**config.mk**
```make
export PLATFORM = sky130hd
export DESIGN_NAME = pc_sequencer
export DESIGN_NICKNAME = d
export VERILOG_FILES = /design/src/rtl/pc_sequencer.sv
export SDC_FILE = /design/constraint.sdc
export NUM_CORES = 1
export LEC_CHECK = 0
export ABC_AREA = 1
export BUFFER_PORTS_ARGS = -buffer_cell sky130_fd_sc_hd__buf_2
export CAP_MARGIN = 20
export CELL_PAD_IN_SITES_DETAIL_PLACEMENT = 1
export CELL_PAD_IN_SITES_GLOBAL_PLACEMENT = 2
export CORE_MARGIN = 3
export CORE_UTILIZATION = 26
export CTS_CLUSTER_DIAMETER = 40
export DETAILED_ROUTE_END_ITERATION = 12
export PLACE_DENSITY = 0.76
export SLEW_MARGIN = 20
export SYNTH_ARGS = -nofsm -noshare
export SYNTH_HDL_FRONTEND = slang
export SYNTH_SLANG_ARGS = --single-unit
export TNS_END_PERCENT = 5
```
**constraint.sdc**
```tcl
create_clock -name clk -period 2.7 [get_ports clk]
set_input_delay 0.27 -clock clk [delete_from_list [all_inputs] [get_ports clk]]
set_output_delay 0.27 -clock clk [all_outputs]
set_load 0.03 [all_outputs]
```
**src/rtl/pc_sequencer.sv**
```systemverilog
// Fetch-address sequencer: sequential PC stepping plus branch/jump/register-jump redirection with a one-cycle delay slot.
// Optional feature: define BRANCH_DELAY_SLOT_EN to let the pc+4 instruction execute instead of flushing it.
module pc_sequencer #(
    parameter logic [31:0] RESET_PC = 32'h0040_0000
) (
    input  logic        clk,
    input  logic        reset,
    input  logic        stall,
    input  logic        instr_valid,
    input  logic        jump,
    input  logic        jump_reg,
    input  logic        branch,
    input  logic        branch_taken,
    input  logic [25:0] jump_index,
    input  logic [15:0] branch_offset,
    input  logic [31:0] reg_target,
    output logic [31:0] pc,
    output logic        redirect,
    output logic        flush,
    output logic        busy,
    output logic        addr_error,
    output logic [7:0]  err_count
);

    typedef enum logic {
        ST_FETCH    = 1'b0,
        ST_REDIRECT = 1'b1
    } state_t;

`ifdef BRANCH_DELAY_SLOT_EN
    localparam logic FLUSH_ON_REDIRECT = 1'b0;
`else
    localparam logic FLUSH_ON_REDIRECT = 1'b1;
`endif

    state_t      r_state;
    logic [31:0] r_pc;
    logic [31:0] r_target;
    logic        r_redirect;
    logic        r_flush;
    logic        r_addr_error;
    logic [7:0]  r_err_count;

    logic [31:0] w_pc_plus4;
    logic [31:0] w_branch_target;
    logic [31:0] w_jump_target;
    logic [31:0] w_target;
    logic        w_take;
    logic        w_misaligned;

    assign w_pc_plus4      = r_pc + 32'd4;
    assign w_branch_target = w_pc_plus4 + {{14{branch_offset[15]}}, branch_offset, 2'b00};
    assign w_jump_target   = {w_pc_plus4[31:28], jump_index, 2'b00};

    // Transfer decode: register jump outranks direct jump, which outranks branch
    always_comb begin
        w_take       = jump_reg | jump | (branch & branch_taken);
        w_misaligned = jump_reg & (reg_target[1:0] != 2'b00);
        w_target     = w_branch_target;
        if (jump_reg) begin
            w_target = reg_target;
        end else if (jump) begin
            w_target = w_jump_target;
        end else begin
            w_target = w_branch_target;
        end
    end

    // Sequencer state, PC, pending target and registered pulse outputs
    always_ff @(posedge clk) begin
        if (reset) begin
            r_state      <= ST_FETCH;
            r_pc         <= RESET_PC;
            r_target     <= 32'h0000_0000;
            r_redirect   <= 1'b0;
            r_flush      <= 1'b0;
            r_addr_error <= 1'b0;
            r_err_count  <= 8'd0;
        end else if (stall) begin
            r_redirect   <= 1'b0;
            r_flush      <= 1'b0;
            r_addr_error <= 1'b0;
        end else begin
            case (r_state)
                ST_FETCH: begin
                    r_pc       <= w_pc_plus4;
                    r_redirect <= 1'b0;
                    r_flush    <= 1'b0;
                    if (instr_valid && w_take && w_misaligned) begin
                        r_addr_error <= 1'b1;
                        if (r_err_count != 8'd255) begin
                            r_err_count <= r_err_count + 8'd1;
                        end else begin
                            r_err_count <= r_err_count;
                        end
                    end else if (instr_valid && w_take) begin
                        r_addr_error <= 1'b0;
                        r_target     <= w_target;
                        r_state      <= ST_REDIRECT;
                    end else begin
                        r_addr_error <= 1'b0;
                    end
                end
                // Delay slot: control inputs are ignored while the target is applied
                ST_REDIRECT: begin
                    r_pc         <= r_target;
                    r_redirect   <= 1'b1;
                    r_flush      <= FLUSH_ON_REDIRECT;
                    r_addr_error <= 1'b0;
                    r_state      <= ST_FETCH;
                end
                default: begin
                    r_state      <= ST_FETCH;
                    r_redirect   <= 1'b0;
                    r_flush      <= 1'b0;
                    r_addr_error <= 1'b0;
                end
            endcase
        end
    end

    assign pc         = r_pc;
    assign redirect   = r_redirect;
    assign flush      = r_flush;
    assign busy       = (r_state == ST_REDIRECT);
    assign addr_error = r_addr_error;
    assign err_count  = r_err_count;

endmodule

```
==> results by group, run 1 <==
Run status
  • Status: finished, violations left
  • Failing checks: setup timing

STA
  • Final setup margin: -68.7 ps
  • Max-slew violation count: 0
  • Worst slew pin tran: about 1000 ps
  • Final period util: 103%
  • Final-report setup violation count: 10
  • Setup TNS: -341 ps
  • Hold Slack: ~220 ps
  • Setup Skew: around 11 ps
  • RSZ-0062 raised after global routing: true
  • Worst slew margin: about 33%
  • Fmax: approximately 360 MHz
  • Final min period: 2770 ps
  • Hold Fails Final Rpt: 0

Synth
  • Count of different cell masters after synthesis: between 40 and 50
  • Post-synth top area share: 23.5%
  • Sequential element share of the synthesized area: between 20% and 30%
  • Post-Synth Simple-Gate Area: 37.3%
  • Yosys warns: 0
  • Largest family of logic cells by synthesized area: simple AND/OR/NAND/NOR gates
  • Synth Area in XOR/XNOR: roughly 2.7%
  • Largest area contributor in the netlist: dfxtp_1
  • Flops & latches, synth: between 70 and 80
  • Ys async rst share: 0%
  • Top-count cell post-synth: nand2_1
  • Netlist Area Pre-Place: 0.00639 mm2
  • Synth cell count leaders: nand2_1, inv_1, nor2_1, nand3_1, dfxtp_1
  • Syn_nets: ~1200
  • Predominant post-synthesis flop cell: dfxtp_1
  • Mapped Cells: around 1100
  • Synth Area in Adders: a little under 8%
  • Number of synthesized flops with an enable pin: 0
  • Syn_area_per_cell: between 5 and 6 um2
  • Synth Area in Compound Gates: 17.0%
  • Mux contribution to synthesized area: 0%
  • Synth top area cells: dfxtp_1, nand2_1, inv_1

Routing
  • DRC: 0
  • DR vias/cell: 4.92
  • WL final: 31600 um
  • Total vias in the final route: between 8000 and 9000
  • Initial drt markers: about 300
  • Routed Antenna Nets: 0
  • Avg WL per Cell: 18.5 um
  • Pre-antenna DRT Iters: 5

Min path
  • Hold Path Class: input pin to register
  • Hold Startpoint: reg_target[0]
  • WHS Endpoint: r_target[0]
  • Worst hold stages: 3

Clock network
  • Worst-Skew Late Latency: around 340 ps
  • CTS tree: yes
  • TritonCTS Buffers: 9
  • Number of clock sinks seen by CTS: 75
  • Max H-tree Level: 3
  • Clock-pin slew on the worst setup and hold paths: 70 ps
  • Clock Root Buffer: clkbuf_16
  • Clk buf depth: 2

Power and ir drop
  • Tot Pwr: 3.15 mW
  • Lkg Pwr: about 5.1 nW
  • Pwr dens: slightly above 300 mW/mm2
  • VDD IR max: roughly 0.22 mV

Layout
  • Layout fillers: ~3100
  • Reg area: about 0.0015 mm2
  • Share of cells above drive strength 1: roughly 42%
  • Antenna Diode Count: 0
  • Nets: around 1500
  • Final Non-Filler Cells: roughly 1700
  • Multi-input gate area: between 0.005 and 0.006 mm2
  • P&R area growth vs syn: 61.4%

Critical path
  • Reg2reg path depth: 18
  • Worst EP arrival: roughly 3000 ps
  • Crit path from: pc[2]
  • Setup Crit Path Kind: register to register
  • Critical R2R Launch: pc[2]
  • R2r setup slk: -70 ps
  • Reg2reg end: r_target[25]
  • CP startpoint kind: register
  • Worst-path maximum fanout: 4
  • CP Data Required Time: around 3000 ps
  • CP endpoint kind: register

Global routing
  • Largest net degree at the start of global routing: between 40 and 50
  • Initial antenna violation count: 1
  • GRT overflow: 0
  • First-pass GRT wire length: roughly 47000 um
  • Vias in the first global route: between 8000 and 9000
  • Total track usage: between 20% and 30%

Floorplanning
  • I/O pin count: around 130
  • Core ar.: ~0.024 mm2
  • Die H: approximately 160 um
  • Initial core utilization: 26.8%
  • Row cnt: 56
  • Die width: roughly 160 um
  • Die ar.: approximately 0.026 mm2

Job
  • Max-cap violation count: 0

Placement
  • Placed cells: approximately 1700
  • Routability congestion estimate from global placement: 0.902
  • Port bufs: ~130
  • HPWL reported at the end of detailed placement: around 24000 um
## state kept, by name (all words and copies together) (netlist names)
signal      flops
addr_error      1
busy            1
err_count       8
flush           1
pc             32
r_target       32
## worst max-delay path, stage by stage (launching register included)
cell	delay (ps)
dfxtp_4	380
buf_4	130
ha_4	130
nand4_1	100
buf_6	170
nor2_2	110
xor2_1	180
inv_2	90
ha_4	270
nand2_2	140
inv_1	50
nand2_1	60
nand2_1	100
buf_4	160
o21bai_1	200
nand3_1	100
nand2_1	80
nand3_2	110
a21oi_2	130
## layout make-up
class / instances / share of cell area, %
Sequential cell: 75 / 15.0
Multi-Input combinational cell: 815 / 51.4
Clock inverter: 6 / 0.643
Inverter: 164 / 6.02
Tap cell: 319 / 3.87
Clock buffer: 10 / 2.22
Timing Repair Buffer: 325 / 20.9
## per-stage QoR
stage               utilization, %  setup WS [ps]  instance area, um2
floorplan                        -           56.6                6390
global placement              36.0           -353                8580
detailed placement            36.0           -464                8580
CTS                           40.0          -29.8                9530
global route                  43.3           -240               10300
finish                        43.3          -68.7               10300
## layout by cell type, fill, tap and decap left out, types with 9 or more instances in the layout
cell type and instances:
a21oi_2 18, a21oi_1 50, buf_2 125, o22ai_1 14
nor2_4 19, clkbuf_16 9, nand2_4 11, dfxtp_1 58
nand3_2 25, ha_4 27, nand2_1 285, buf_4 194
inv_2 19, nand4_1 14, dfxtp_2 9, nor2_2 31
inv_1 143, nand3_1 46, xor2_1 10, o21ai_1 10
nand2_2 53, a31oi_1 25, nor2_1 47, o21ai_0 45
ha_1 10
## power breakdown
part           switching [mW]  internal, mW  total (mW)
clock network           0.530         0.717        1.25
logic                   0.442         0.297       0.739
registers              0.0263          1.14        1.16
## layer usage
metal / routed length [um] / track usage [%]
met5: 13 / 0
met4: 1060 / 7.27
met3: 940 / 2.90
met2: 15900 / 40.1
met1: 13700 / 28.6
## kinds of logic (layout without fill, tap and decap cells)
| kind of cell | Yosys count | in the layout |
|---|---|---|
| xor gates and xnor gates | 20 | 20 |
| buffers and inverters | 196 | 505 |
| adders and majority gates | 39 | 39 |
| AOI/OAI and AO/OA | 191 | 191 |
| and+or+nand+nor | 565 | 565 |
| DFF | 75 | 75 |
## worst max path at each step
stage               cells after the start            to  slack, ps
detailed placement                     20  r_target[29]       -460
finish                                 18  r_target[25]        -70
global route                           21  r_target[27]       -240
floorplan                              18  r_target[26]         60
global placement                       20  r_target[29]       -350
CTS                                    19  r_target[20]        -30
## timing repair
action / 4_1_cts / 5_1_grt
buffers inserted: 14 / 14
gates resized for setup: 127 / 166
hold buffers: 0 / 0
pin swaps: 41 / 72
hold endpoints to repair: 0 / 0
endpoints found under the setup margin: 23 / 26
(Power assumes the default switching activity.)
==> run 2, diff against run 1 <==
--- a/config.mk
+++ b/config.mk
@@ -5,16 +5,16 @@
 export SDC_FILE = /design/constraint.sdc
 export NUM_CORES = 1
 export LEC_CHECK = 0
-export ABC_AREA = 1
 export BUFFER_PORTS_ARGS = -buffer_cell sky130_fd_sc_hd__buf_2
 export CAP_MARGIN = 20
 export CELL_PAD_IN_SITES_DETAIL_PLACEMENT = 1
 export CELL_PAD_IN_SITES_GLOBAL_PLACEMENT = 2
 export CORE_MARGIN = 3
-export CORE_UTILIZATION = 26
+export CORE_UTILIZATION = 29
 export CTS_CLUSTER_DIAMETER = 40
+export CTS_CLUSTER_SIZE = 16
 export DETAILED_ROUTE_END_ITERATION = 12
-export PLACE_DENSITY = 0.76
+export PLACE_DENSITY = 0.77
 export SLEW_MARGIN = 20
 export SYNTH_ARGS = -nofsm -noshare
 export SYNTH_HDL_FRONTEND = slang
==> run 2 against run 1 <==
Against the previous run: the flow still finishes with violations (setup timing); clock skew shrank 4.6 ps; sequential power barely moved; utilization is 1.5 points higher; largest cell class unchanged.
==> results by group, run 2 <==
Clock network
  • Clock-pin slew on the worst setup and hold paths: ~60 ps
  • Clock Root Buffer: clkbuf_16
  • Clk buf depth: 2
  • # hold bufs at CTS: 0
  • CTS tree: yes
  • Number of clock sinks seen by CTS: 75
  • Max H-tree Level: 3
  • TritonCTS Buffers: 9
  • Worst-Skew Late Latency: between 300 and 400 ps

Power and ir drop
  • Pwr dens: roughly 350 mW/mm2
  • Lkg Pwr: a little under 4 nW
  • VDD IR max: 0.311 mV
  • Tot Pwr: ~3.1 mW

STA
  • Worst slew pin tran: around 840 ps
  • Final min period: between 3000 and 4000 ps
  • Final setup margin: -577 ps
  • Hold Fails Final Rpt: 0
  • Max-slew violation count: 0
  • Final period util: 121%
  • Worst slew margin: between 40% and 50%
  • Setup Skew: about 6.7 ps
  • Setup TNS: -9050 ps
  • Final-report setup violation count: 23
  • RSZ-0062 raised after global routing: true
  • Fmax: 305 MHz

Synth
  • Flops & latches, synth: 75
  • Count of different cell masters after synthesis: just under 70
  • Predominant post-synthesis flop cell: dfxtp_1
  • Post-synth top area share: about a quarter
  • Sequential element share of the synthesized area: 25.3%
  • Yosys warns: 0
  • Mapped Cells: between 700 and 800
  • Syn_nets: 899
  • Synth cell count leaders: a21oi_1, nor2_1, dfxtp_1, nand2_1, o21ai_0
  • Synth top area cells: dfxtp_1, ha_1, a21oi_1
  • Largest area contributor in the netlist: dfxtp_1
  • Netlist Area Pre-Place: between 0.005 and 0.006 mm2
  • Syn_area_per_cell: approximately 7.6 um2
  • Ys async rst share: 0%
  • Number of synthesized flops with an enable pin: 0
  • Top-count cell post-synth: a21oi_1

Floorplanning
  • Core ar.: just under 0.02 mm2
  • Die width: approximately 150 um
  • Initial core utilization: 30.0%
  • Die ar.: roughly 0.022 mm2
  • Die H: ~150 um
  • Row cnt: slightly above 50
  • I/O pin count: between 100 and 150

Global routing
  • Total track usage: between 20 and 25%
  • Largest net degree at the start of global routing: between 70 and 80
  • First-pass GRT wire length: approximately 38000 um
  • GRT overflow: 0
  • Initial antenna violation count: 0
  • Vias in the first global route: just over 7000

Routing
  • DRC: 0
  • Avg WL per Cell: 19.0 um
  • Initial drt markers: 291
  • Routed Antenna Nets: 0
  • Pre-antenna DRT Iters: 5
  • Total vias in the final route: ~6900
  • WL final: 24900 um
  • DR vias/cell: between 5 and 6

Placement
  • Routability congestion estimate from global placement: approximately 0.9
  • Port bufs: roughly 130
  • HPWL reported at the end of detailed placement: between 15000 and 20000 um

Critical path
  • Crit path from: pc[7]
  • CP Data Required Time: between 2000 and 3000 ps
  • Setup Crit Path Kind: register to register
  • CP startpoint kind: register
  • Worst-path maximum fanout: 4
  • Critical R2R Launch: pc[7]
  • Worst EP arrival: approximately 3500 ps
  • CP endpoint kind: register

Layout
  • Multi-input gate area: roughly 0.0047 mm2
  • P&R area growth vs syn: 49.3%
  • Nets: 1161
  • Share of cells above drive strength 1: 40.4%
  • Commonest non-fill, non-tap cells in the layout: buf_4, buf_2, a21oi_1, nor2_1, nand2_1
  • Antenna Diode Count: 0
  • Commonest non-fill, non-tap cell in the layout: buf_4
  • Layout fillers: 2423
  • Reg area: about 0.0015 mm2

Run status
  • Status: finished, violations left
  • Failing checks: setup timing

Min path
  • Hold Startpoint: jump_index[15]
  • Hold Path Class: input pin to register

Job
  • Max-cap violation count: 0
-- run 2: metal layers --
layer / wire length (um) / up-vias / global-route usage [%]
met5: 0 / - / 0
met4: 699 / 0 / 8.88
met3: 1010 / 37 / 2.92
met2: 12400 / 146 / 37.8
met1: 10800 / 3382 / 27.9
li1: - / 3339 / -
-- run 2: report_power, final --
group / leakage (nW) / total (mW) / internal [mW] / switching (mW)
logic: 3.19 / 0.643 / 0.285 / 0.358
registers: 0.616 / 1.16 / 1.14 / 0.0276
clock network: 0.142 / 1.29 / 0.746 / 0.546
total: 3.95 / 3.10 / 2.17 / 0.931
-- run 2: kinds of logic after synthesis --
logic type                 count (synthesis)  share of synthesized area [%]
and+or+nand+nor                          267                           22.4
AOI/OAI and AO/OA                        255                           26.6
DFF                                       75                           25.3
buffers and inverters                     65                           5.10
xor gates and xnor gates                  59                           9.15
adders and majority gates                 39                           8.35
muxes                                     18                           3.12
-- run 2: final timing paths --
path	to	cells past startpoint	slack [ps]
worst max-delay path	r_target[25]	17	-580
worst min-delay path	r_target[17]	3	200
worst max register to register	r_target[25]	17	-580
worst min register to register	r_target[8]	2	460
-- run 2: through the flow --
| step | hold slack [ps] | instances | util (%) | cell area [um2] | setup slack, ps |
|---|---|---|---|---|---|
| floorplan | 372 | 778 | - | 6020 | -694 |
| global placement | 446 | 1275 | 39.9 | 7900 | -710 |
| detailed placement | 450 | 1275 | 39.9 | 7900 | -816 |
| CTS | 199 | 1302 | 43.5 | 8600 | -542 |
| global route | 218 | 1310 | 44.8 | 8860 | -792 |
| finish | 201 | 1310 | 44.8 | 8860 | -577 |
-- run 2: worst max-delay path, stage by stage, from the launching register on --
cell and delay [ps]:
dfxtp_2 340, and4_4 280, nand3_4 80, nor2_4 120, and3_4 220, buf_6 100
xor2_1 150, ha_1 280, nand4_1 140, o22a_1 190, a31oi_2 110, a22o_1 280
nor3_4 240, buf_6 150, xnor2_2 100, nor2_1 50, a211oi_1 220, o41ai_1 90
-- run 2: area by class of cell --
cell class                      instances  share of cell area (%)
Timing Repair Buffer                  301                    22.4
Inverter                               15                   0.636
Clock inverter                          5                   0.706
Sequential cell                        75                    17.2
Tap cell                              265                    3.74
Clock buffer                           11                    2.74
Multi-Input combinational cell        638                    52.6
-- run 2: repair_timing --
item                                    in CTS  in global routing
endpoints found under the setup margin      25                 25
gates resized for setup                     67                 33
setup buffers                               11                  8
pin swaps                                   50                 28
==> run 3, diff against run 2 <==
--- a/config.mk
+++ b/config.mk
@@ -19,4 +19,3 @@
 export SYNTH_ARGS = -nofsm -noshare
 export SYNTH_HDL_FRONTEND = slang
 export SYNTH_SLANG_ARGS = --single-unit
-export TNS_END_PERCENT = 5
==> constraint.sdc (replaced) <==
create_clock -name clk -period 2.7 [get_ports clk]
set_input_delay 0.81 -clock clk [delete_from_list [all_inputs] [get_ports clk]]
set_output_delay 0.81 -clock clk [all_outputs]
set_load 0.03 [all_outputs]
==> run 3 against run 2 <==
Against the previous run: critical path type unchanged; power grew 2.8%; the run still ends with setup timing left; flip-flop and latch count is the same; clock-buffer cell count is the same; critical endpoint is now r_target[27]; combinational power grew 8.6%; register-to-register slack gained 98 ps; global-route usage grew 0.31 points; utilization grew 2.8 points; final area grew 6.2%.
==> results by group, run 3 (synthesized netlist as in run 2, its figures left out) <==
Floorplanning
  • Initial core utilization: 30.0%
  • Die width: 149 um
  • Row cnt: roughly 50
  • I/O pin count: 126
  • Die H: between 100 and 150 um
  • Core ar.: approximately 0.02 mm2
  • Die ar.: around 0.022 mm2

Job
  • Max-cap violation count: 0

Power and ir drop
  • Tot Pwr: around 3.2 mW
  • Clock share of power: roughly two fifths
  • Int Pwr: approximately 2.2 mW
  • Logic pwr share: 21.9%
  • Lkg Pwr: 4.13 nW
  • Pwr dens: 338 mW/mm2
  • Sequential power share: a little over a third
  • Sw power: around 950 uW
  • VDD IR max: between 0.2 and 0.3 mV
  • Switching share of power: 29.7%

Routing
  • Total vias in the final route: around 7000
  • Routed Antenna Nets: 0
  • DR vias/cell: ~5.3
  • WL final: roughly 26000 um
  • Avg WL per Cell: ~20 um
  • Initial drt markers: 294
  • Pre-antenna DRT Iters: 4
  • DRC: 0

STA
  • Final setup margin: -479 ps
  • Hold Fails Final Rpt: 0
  • Fmax: 315 MHz
  • Final-report setup violation count: 23
  • Worst slew margin: ~45%
  • Worst slew pin tran: 819 ps
  • Setup Skew: about 4.8 ps
  • Final min period: approximately 3200 ps
  • Final period util: 118%
  • RSZ-0062 raised after global routing: true
  • Max-slew violation count: 0

Global routing
  • First-pass GRT wire length: 38800 um
  • Vias in the first global route: ~7200
  • GRT overflow: 0
  • Largest net degree at the start of global routing: 75
  • Initial antenna violation count: 0
  • Total track usage: ~22%

Min path
  • Hold Path Class: register to register

Layout
  • Antenna Diode Count: 0
  • Commonest non-fill, non-tap cell in the layout: buf_4
  • Share of cells above drive strength 1: a little under half
  • P&R area growth vs syn: 58.6%
  • Nets: ~1200
  • Commonest non-fill, non-tap cells in the layout: buf_4, buf_2, nor2_1, a21oi_1, nand2_1
  • Layout fillers: ~2400

Clock network
  • Worst-Skew Late Latency: ~350 ps
  • # hold bufs at CTS: 0
  • Max H-tree Level: 3
  • TritonCTS Buffers: 9
  • Clock Root Buffer: clkbuf_16
  • Number of clock sinks seen by CTS: 75
  • Clk buf depth: 2
  • CTS tree: yes
  • Clock-pin slew on the worst setup and hold paths: 60 ps

Critical path
  • CP startpoint kind: register
  • CP Data Required Time: around 3000 ps
  • Worst-path maximum fanout: 8
  • CP endpoint kind: register
  • Worst path max stage delay: about 370 ps
  • Slowest CP cell: dfxtp_4
  • Worst EP arrival: ~3400 ps
  • Setup Crit Path Kind: register to register
  • Crit-path cells: buf_8 -> ha_4 -> and3_4 -> nand3_4 -> xnor2_4 -> ha_4 -> nand4_1 -> o22a_1 -> a31oi_2 -> a22o_1 -> nor3_4 -> o21ai_1 -> o21ai_1 -> xor2_1 -> a2111oi_2

Placement
  • Routability congestion estimate from global placement: around 0.89
  • Pre-CTS setup slack: -879 ps
  • Port bufs: approximately 130
  • HPWL reported at the end of detailed placement: between 15000 and 20000 um

Run status
  • Failing checks: setup timing
  • Status: finished, violations left
[run 3: final timing paths]
check              startpoint           end  slack, ps  cells past startpoint
setup / recovery        pc[3]  r_target[27]       -480                     15
hold / removal    r_target[9]   r_target[9]        460                      2
setup reg to reg        pc[3]  r_target[27]       -480                     15
hold reg to reg   r_target[9]   r_target[9]        460                      2
[run 3: worst max-delay path: cells and delay by family (launching register included)]
family / cells / cell delay [ps]
AOI/OAI and AO/OA: 6 / 1210
xor gates and xnor gates: 2 / 330
and+or+nand+nor: 4 / 580
DFF: 1 / 370
buffers and inverters: 1 / 140
adders and majority gates: 2 / 450
[run 3: timing repair]
item                                    in CTS  in global routing
pin swaps                                   65                 45
gates resized for setup                    114                 49
endpoints found under the setup margin      25                 25
hold endpoints to repair                     0                  0
setup buffers                               19                  9
[run 3: cell type report]
| class | instances | area, um2 | area share [%] |
|---|---|---|---|
| multi-input combinational | 638 | 5090 | 54.1 |
| timing repair buffer | 302 | 2080 | 22.2 |
| sequential | 75 | 1530 | 16.3 |
| tap | 265 | 332 | 3.52 |
| clock buffer | 11 | 264 | 2.81 |
| inverter | 15 | 56.3 | 0.598 |
| clock inverter | 4 | 47.5 | 0.505 |
[run 3: through the flow]
step                      utilization, %  setup TNS, ps  instances  hold WS [ps]  cell area [um2]
after floorplan                        -          -5970        778           436             6090
after global placement              40.3         -12340       1270           445             7960
after detailed placement            40.3         -13370       1270           451             7960
after CTS                           45.8          -6970       1303           455             9060
after global routing                47.6         -11140       1310           482             9410
final                               47.6          -7510       1310           456             9410
[run 3: layer usage]
metal	wire length, um	GRT usage [%]	up-vias
met2	12900	38.5	150
met4	854	8.79	0
met5	0	0	-
met3	962	4.35	50
met1	11000	27.4	3393
li1	-	-	3338
[run 3: power by group through the flow]
stage	registers (mW)	logic (mW)	clock network, mW
after floorplan	1.20	0.312	0
after global placement	1.19	0.593	0
after detailed placement	1.19	0.602	0
after CTS	1.16	0.656	1.34
after global routing	1.17	0.757	1.39
final	1.16	0.698	1.32
